--- config.mk ---
export PLATFORM = sky130hd
export DESIGN_NAME = rsa_cmd_ctrl
export DESIGN_NICKNAME = d
export VERILOG_FILES = /design/src/rtl/rsa_cmd_ctrl.sv
export SDC_FILE = /design/constraint.sdc
export NUM_CORES = 1
export LEC_CHECK = 0
export CORE_AREA = 2 2 93 95
export CTS_CLUSTER_SIZE = 40
export DETAILED_ROUTE_END_ITERATION = 16
export DIE_AREA = 0 0 95 97
export PLACE_DENSITY = 0.69
export SYNTH_ARGS = -nofsm -noshare
export SYNTH_HDL_FRONTEND = slang
export SYNTH_SLANG_ARGS = --single-unit
--- constraint.sdc ---
create_clock -name clk -period 1.93 [get_ports clk]
set_clock_uncertainty 0.05 [all_clocks]
set_input_delay 0.386 -clock clk [delete_from_list [all_inputs] [get_ports clk]]
set_output_delay 0.386 -clock clk [all_outputs]
set_load 0.005 [all_outputs]
--- src/rtl/rsa_cmd_ctrl.sv ---
// rsa_cmd_ctrl: command sequencer between the ARM handshake interface and the
// RSA datapath. It decodes one command at a time, fires operand load strobes
// and core start pulses, waits for core completion, runs the result read-out
// handshake and holds done until the ARM acknowledges it.
module rsa_cmd_ctrl #(
  parameter int CNT_W = 32
) (
  input  logic             clk,
  input  logic             reset,
  input  logic [31:0]      arm_to_fpga_cmd,
  input  logic             arm_to_fpga_cmd_valid,
  output logic             fpga_to_arm_done,
  input  logic             fpga_to_arm_done_read,
  input  logic             arm_to_fpga_data_valid,
  output logic             arm_to_fpga_data_ready,
  output logic             fpga_to_arm_data_valid,
  input  logic             fpga_to_arm_data_ready,
  output logic             ld_mod,
  output logic             ld_rsq,
  output logic             ld_exp,
  output logic             mont_start,
  output logic             exp_start,
  input  logic             mont_done,
  input  logic             exp_done,
  output logic             res_sel,
  output logic             cmd_err,
  output logic [CNT_W-1:0] busy_cycles,
  output logic [3:0]       leds
);

  typedef enum logic [2:0] {
    S_IDLE  = 3'd0,
    S_RX    = 3'd1,
    S_START = 3'd2,
    S_BUSY  = 3'd3,
    S_TX    = 3'd4,
    S_DONE  = 3'd5
  } state_t;

  localparam logic [2:0] CMD_EXP   = 3'd0;
  localparam logic [2:0] CMD_MONT  = 3'd1;
  localparam logic [2:0] CMD_RMOD  = 3'd2;
  localparam logic [2:0] CMD_RRSQ  = 3'd3;
  localparam logic [2:0] CMD_REXP  = 3'd4;
  localparam logic [2:0] CMD_WRITE = 3'd5;

  state_t     state;
  state_t     state_nxt;
  logic [2:0] cmd_q;
  logic       res_valid;
  logic [2:0] state_bits;
  logic       cmd_illegal;
  logic       core_done;

  // Reserved upper bits or an unassigned opcode make the command illegal.
  assign cmd_illegal = (|arm_to_fpga_cmd[31:3]) || (arm_to_fpga_cmd[2:0] > CMD_WRITE);

  // Only the core that was started may end BUSY; the other core's done is ignored.
  assign core_done = (cmd_q == CMD_EXP) ? exp_done : mont_done;

  assign state_bits = state;
  assign leds       = {cmd_err, res_valid, state_bits[1:0]};

  // Next-state decode and Moore/Mealy handshake outputs.
  always_comb begin
    // NOTE: every output gets a default first so no path leaves one unassigned,
    // which would otherwise infer a latch.
    state_nxt              = state;
    fpga_to_arm_done       = 1'b0;
    arm_to_fpga_data_ready = 1'b0;
    fpga_to_arm_data_valid = 1'b0;
    ld_mod                 = 1'b0;
    ld_rsq                 = 1'b0;
    ld_exp                 = 1'b0;
    mont_start             = 1'b0;
    exp_start              = 1'b0;
    case (state)
      S_IDLE: begin
        if (arm_to_fpga_cmd_valid) begin
          if (cmd_illegal) begin
            state_nxt = S_DONE;
          end else begin
            case (arm_to_fpga_cmd[2:0])
              CMD_EXP, CMD_MONT:           state_nxt = S_START;
              CMD_RMOD, CMD_RRSQ, CMD_REXP: state_nxt = S_RX;
              default:                     state_nxt = res_valid ? S_TX : S_DONE;
            endcase
          end
        end
      end
      S_RX: begin
        arm_to_fpga_data_ready = 1'b1;
        if (arm_to_fpga_data_valid) begin
          ld_mod    = (cmd_q == CMD_RMOD);
          ld_rsq    = (cmd_q == CMD_RRSQ);
          ld_exp    = (cmd_q == CMD_REXP);
          state_nxt = S_DONE;
        end
      end
      S_START: begin
        mont_start = (cmd_q == CMD_MONT);
        exp_start  = (cmd_q == CMD_EXP);
        state_nxt  = S_BUSY;
      end
      S_BUSY: begin
        if (core_done) state_nxt = S_DONE;
      end
      S_TX: begin
        fpga_to_arm_data_valid = 1'b1;
        if (fpga_to_arm_data_ready) state_nxt = S_DONE;
      end
      S_DONE: begin
        fpga_to_arm_done = 1'b1;
        if (fpga_to_arm_done_read) state_nxt = S_IDLE;
      end
      default: state_nxt = S_IDLE;
    endcase
  end

  // State register plus command latch, error flag, result flags and busy counter.
  always_ff @(posedge clk) begin
    // NOTE: sequential state uses non-blocking assignments so every register
    // samples pre-edge values regardless of statement order.
    if (reset) begin
      state       <= S_IDLE;
      cmd_q       <= 3'd0;
      cmd_err     <= 1'b0;
      res_valid   <= 1'b0;
      res_sel     <= 1'b0;
      busy_cycles <= '0;
    end else begin
      state <= state_nxt;
      case (state)
        S_IDLE: begin
          if (arm_to_fpga_cmd_valid) begin
            cmd_q   <= arm_to_fpga_cmd[2:0];
            cmd_err <= cmd_illegal || ((arm_to_fpga_cmd[2:0] == CMD_WRITE) && !res_valid);
          end
        end
        S_START: begin
          res_sel     <= (cmd_q == CMD_EXP);
          res_valid   <= 1'b0;
          busy_cycles <= '0;
        end
        S_BUSY: begin
          if (busy_cycles != '1) busy_cycles <= busy_cycles + CNT_W'(1);
          if (core_done) res_valid <= 1'b1;
        end
        default: ;
      endcase
    end
  end

endmodule

# After elaboration in Yosys (flattened, before gate mapping)

Cells that the tools add are included.

Flip-flop bits (word level): 41
Word-level logic and storage cells: 69
Input bits: 40
Output and inout port bits: 46

Equality and inequality tests: 21
Magnitude comparators: 1
Mux-type cells: 25
Reduce and logical (&&, ||, !) cells: 15
Add/subtract/negate cells: 1

Operators with widths:

| kind                    | number |
|---|---|
| $pmux W32 S2            | 1 |
| $add A32 B1 Y32 const B | 1 |
| $mux W32                | 1 |
| $ne A32 B32 Y1 const B  | 1 |
| $reduce_or A29 Y1       | 1 |
| $eq A3 B2 Y1 const B    | 6 |
| $mux W3                 | 6 |
| $pmux W3 S6             | 1 |
| $eq A3 B3 Y1 const B    | 5 |
| $mux W1                 | 14 |
| $ne A2 B2 Y1 const B    | 6 |
| $eq A3 B1 Y1 const B    | 3 |
| $logic_not A3 Y1        | 3 |
| $pmux W3 S2             | 1 |
| $reduce_and A2 Y1       | 3 |
| $reduce_and A5 Y1       | 1 |
| $gt A3 B3 Y1 const B    | 1 |
| $reduce_or A3 Y1        | 1 |
| $logic_or A1 B1 Y1      | 2 |
| $pmux W1 S2             | 1 |
| $reduce_bool A2 Y1      | 1 |
| $reduce_or A2 Y1        | 1 |
| $logic_and A1 B1 Y1     | 1 |
| $logic_not A1 Y1        | 1 |

# Logic depth before layout (Yosys ltp)

Depth in word-level cells: 6
Mapped depth: 7
Depth with buffers taken out: 6

# Least setup slack after synthesis

Ideal clock, no wire load.

Path type: register to register
Start: register busy_cycles[16]
End: register busy_cycles[31]
Setup slack: -0.111 ns
Arrival time: 1.855 ns
Period minus slack after synthesis: 2.041 ns
Buffers on the path: 1
Cell stages (with the launch flop): 7
Cells stage by stage: dfxtp_1 > nand3_2 > or4_4 > o41ai_4 > buf_6 > or4_1 > a21oi_2

Longest elaborated chain between the ends: 3

Ends and longest elaborated chain:

| item                                              | line | RTL |
|---|---|---|
| start, declared                                   | 27   | `output logic [CNT_W-1:0] busy_cycles,` |
| start signal, assigned                            | 146  | `if (busy_cycles != '1) busy_cycles <= busy_cycles + CNT_W'(1);` |
| $add A32 B1 Y32 or $ne A32 B32 Y1 (tied branches) | 146  |  |
| $mux W32 or $ne A2 B2 Y1 (tied branches)          | -    |  |
| $pmux W32 S2 or $reduce_and A2 Y1 (tied branches) | -    |  |

Several ways; a longest one is shown, not always the timed one. The select of a mux whose other input is x is not followed.
A chain may end at the register's enable or synchronous reset.

# Worst setup path in the final report

Start: register state[0]
End: register busy_cycles[5]

Longest elaborated chain between the ends: 3

Ends and longest elaborated chain:

| item                                                                | line | RTL |
|---|---|---|
| start, declared                                                     | 47   | `state_t state;` |
| start signal, assigned                                              | 132  | `state <= state_nxt;` |
| $eq A3 B2 Y1                                                        | 133  | `case (state)` |
| $ne A2 B2 Y1 (no source line) or $reduce_bool A2 Y1 (tied branches) | -    |  |
| $reduce_and A2 Y1 (no source line)                                  | -    |  |

Several ways; a longest one is shown, not always the timed one.

==> flow_metrics.env <==
export IMPL_outcome="finished, violations left"
export IMPL_violations="setup timing"
export IMPL_totalWireLength_microns=8238
export IMPL_grt_pass1_wl_microns=13550
export IMPL_dp_final_hpwl_microns=6056
export IMPL_cellPowerDensity_nw_per_um2=456.4
export IMPL_drc=0
export IMPL_startpoint_type="flip-flop"
export IMPL_path_clk_slew_ns=0.08
export IMPL_max_cap_violations=0
export IMPL_yosysWarnings=0
export IMPL_grt_use_met1_pct=24.50
export IMPL_synthCells=297
export IMPL_fin_nets=491
export IMPL_setup_viol=11
export IMPL_comb_power_share_pct=20.8
export IMPL_switchingPower_uw=491.4
export IMPL_cts_sinks=41
export IMPL_crit_arrival_ns=2.09
export IMPL_grt_max_degree=30
export IMPL_p_int_mw=1.431
export IMPL_hold_class="flip-flop to flip-flop"
export IMPL_r2r_start="state[0]$_SDFFE_PP0P_"
export IMPL_crit_path_top_delay_cell="or4_4"
export IMPL_cts_buffers=5
export IMPL_fill_cells=747
export IMPL_grtUsageTotal_pct=18.10
export IMPL_cp_top_family="simple AND/OR/NAND/NOR gates"
export IMPL_core_area_sq_um=8134
export IMPL_antenna_found_initial=0
export IMPL_crit_buf_inv=2
export IMPL_slew_viol_final=0
export IMPL_via_per_inst=5.246
export IMPL_clkPwrFrac_pct=32.9
export IMPL_ios=86
export IMPL_drtIter0Drc=174
export IMPL_worstSetupPathDepth=7
export IMPL_met3_usage_pct=2.726
export IMPL_io_buffers=85
export IMPL_antenna_cells=0
export IMPL_r2r_end="busy_cycles[5]$_SDFFE_PP0P_"
export IMPL_met2_usage_pct=29.73
export IMPL_ir_drop_mv=0.2988
export IMPL_finalCritPeriodShare_pct=101.6
export IMPL_ys_seq_area_share_pct=34.04
export IMPL_synth_fp_nets=338
export IMPL_r2r_slack_ns=-0.03
export IMPL_avgSynthCellArea_sq_um=8.118
export IMPL_synth_cell_types=52
export IMPL_fp_dieH_microns=97
export IMPL_slew_limit_headroom_pct=74.30
export IMPL_grt_ovfl_total=0
export IMPL_rr_worst_depth=7
export IMPL_crit_chain="buf_6, nand2_4, or4_4, nor4_4, buf_4, or3_1, a21oi_1"
export IMPL_clk_latency_ns=0.30
export IMPL_crit_path_max_fanout=5
export IMPL_place_ws_ns=-0.3157
export IMPL_areaGrowthSynthToFinish_pct=74.68
export IMPL_worstMarginPinSlew_ns=0.3855
export IMPL_drive_gt1_share_pct=33.26
export IMPL_die_x_microns=95
export IMPL_max_stage_delay_ns=0.59
export IMPL_worstSetupStartpoint="state[0]$_SDFFE_PP0P_"
export IMPL_hold_violations=0
export IMPL_busiest_layer="met2"
export IMPL_ys_flop_type="dfxtp_1"
export IMPL_cts_htree_levels=2
export IMPL_ys_seq_elements=41
export IMPL_vias=2917
export IMPL_p_leak_nw=1.553
export IMPL_max_freq_mhz=509.7
export IMPL_die_area_sq_um=9215
export IMPL_rsz0062_at_grt="true"
export IMPL_synth_edf_count=0
export IMPL_crit_path_end="busy_cycles[5]$_SDFFE_PP0P_"
export IMPL_routedWlPerCell_microns=14.82
export IMPL_start_util_pct=29.64
export IMPL_endpoint_kind="flip-flop"
export IMPL_switching_share_pct=25.56
export IMPL_seq_power_share_pct=46.3
export IMPL_rows=33
export IMPL_async_flop_share_pct=0
export IMPL_synth_area_sq_um=2411
export IMPL_worstSetupPathType="flip-flop to flip-flop"
export IMPL_setup_ws_ns=-0.03177
export IMPL_cts_buffer_depth=2
export IMPL_tritoncts="built"
export IMPL_grt_pass1_vias=2902
export IMPL_first_pass_iters=5
export IMPL_gp_congestion=0.8365
export IMPL_cp_required_ns=2.06
export IMPL_min_period_ns=1.962
export IMPL_cts_root_buf="clkbuf_8"
export IMPL_antenna_left=0
export IMPL_fin_util_pct=51.78
==> metrics by stage <==
stage | total power, mW | instance area (sq um) | hold slack [ns] | cells | TNS (ns)
final | 1.922 | 4212 | 0.4477 | 556 | -0.08003
after CTS | 1.922 | 4076 | 0.4584 | 551 | -0.7156
after global routing | 2.004 | 4212 | 0.4789 | 556 | -0.9180
after floorplan | 1.061 | 2419 | 0.4232 | 297 | 0
after detailed placement | 1.269 | 3824 | 0.4299 | 538 | -2.995
after global placement | 1.263 | 3824 | 0.4318 | 538 | -1.924
==> worst reg2reg max path, delay by kind of cell, from the launching register on <==
kind                   cells  cell delay [ns]
AOI/OAI and AO/OA          1             0.05
buffers and inverters      2             0.34
DFF                        1             0.36
and+or+nand+nor            4             1.05
==> synthesized netlist by cell type, drive strengths merged (5+ instances only) <==
cell | number | area (sq um)
a21oi | 29 | 163.9
inv | 6 | 22.52
dfxtp | 41 | 820.8
buf | 9 | 61.31
nor3 | 5 | 25.02
and3 | 8 | 50.05
mux2i | 6 | 60.06
or3 | 18 | 112.6
nor2 | 17 | 63.81
nand3 | 15 | 80.08
or4 | 12 | 93.84
o31ai | 10 | 80.07
o21ai | 19 | 95.09
clkbuf | 10 | 37.54
nand4 | 10 | 62.56
nor4 | 11 | 75.07
nand2 | 20 | 75.07
==> registers in the layout (all words and copies together) (netlist names) <==
signal       cells
state            3
busy_cycles     32
res_valid        1
cmd_err          1
res_sel          1
cmd_q            3
==> worst min-delay path by stage <==
| stage | startpoint | endpoint | slack, ns | depth (start not counted) |
|---|---|---|---|---|
| floorplan | busy_cycles[23]$_SDFFE_PP0P_ | busy_cycles[23]$_SDFFE_PP0P_ | 0.42 | 1 |
| global placement | res_sel$_SDFFE_PP0P_ | res_sel$_SDFFE_PP0P_ | 0.43 | 2 |
| detailed placement | res_sel$_SDFFE_PP0P_ | res_sel$_SDFFE_PP0P_ | 0.43 | 2 |
| CTS | res_sel$_SDFFE_PP0P_ | res_sel$_SDFFE_PP0P_ | 0.46 | 2 |
| global route | busy_cycles[15]$_SDFFE_PP0P_ | busy_cycles[15]$_SDFFE_PP0P_ | 0.48 | 2 |
| finish | busy_cycles[15]$_SDFFE_PP0P_ | busy_cycles[15]$_SDFFE_PP0P_ | 0.45 | 2 |
==> timing repair <==
action,in CTS,in global routing
cloned,1,1
resized for setup,48,35
endpoints found under the setup margin,36,36
buffers inserted,4,4
pin swaps,7,25
hold buffers,0,0
==> power groups by stage <==
stage               sequential (mW)  clock (mW)  combinational, mW
finish                        0.890       0.633              0.399
global route                  0.892       0.676              0.436
CTS                           0.889       0.645              0.388
detailed placement            0.902           0              0.367
global placement              0.901           0              0.362
floorplan                     0.897           0              0.164
==> layout make-up <==
cell class                      instances  area [sq um]  share of cell area (%)
Timing Repair Buffer                  165          1461                   34.70
Multi-Input combinational cell        231          1659                   39.39
Clock inverter                          1         5.005                  0.1188
Clock buffer                            7         96.34                   2.288
Sequential cell                        41         835.8                   19.85
Tap cell                              105         131.4                   3.119
Inverter                                6         22.52                  0.5348
==> metal layers <==
layer  up-vias  share of wire [%]
met5         -                  0
met4         0                1.8
met3        16                4.3
met2        71                 49
met1      1387                 45
li1       1443                  -
==> cells in the final DEF (no fill, tap or decap), drive strengths merged, types with 4 or more instances in the layout <==
| cell | n |
|---|---|
| nand3 | 15 |
| clkdlybuf4s50 | 77 |
| nor2 | 17 |
| o21ai | 19 |
| and2 | 4 |
| or4 | 12 |
| nand4 | 10 |
| buf | 81 |
| or3 | 18 |
| mux2i | 6 |
| dfxtp | 41 |
| inv | 6 |
| nand2 | 20 |
| and4 | 4 |
| and3 | 8 |
| o31ai | 10 |
| a21oi | 29 |
| nor3 | 5 |
| dlygate4sd2 | 4 |
| nand2b | 4 |
| nor4 | 11 |
| clkbuf | 9 |
==> cells by family (layout without fill, tap and decap cells) <==
logic type	count (synthesis)	in the layout	synth area share [%]
flops	41	41	34.04
fa+ha+maj	1	1	0.5189
compound gates	75	75	20.50
mux	8	8	3.425
xor+xnor	5	5	1.817
simple gates	142	142	34.67
buf+inv	25	179	5.034
Power figures use the tool's default switching activity.
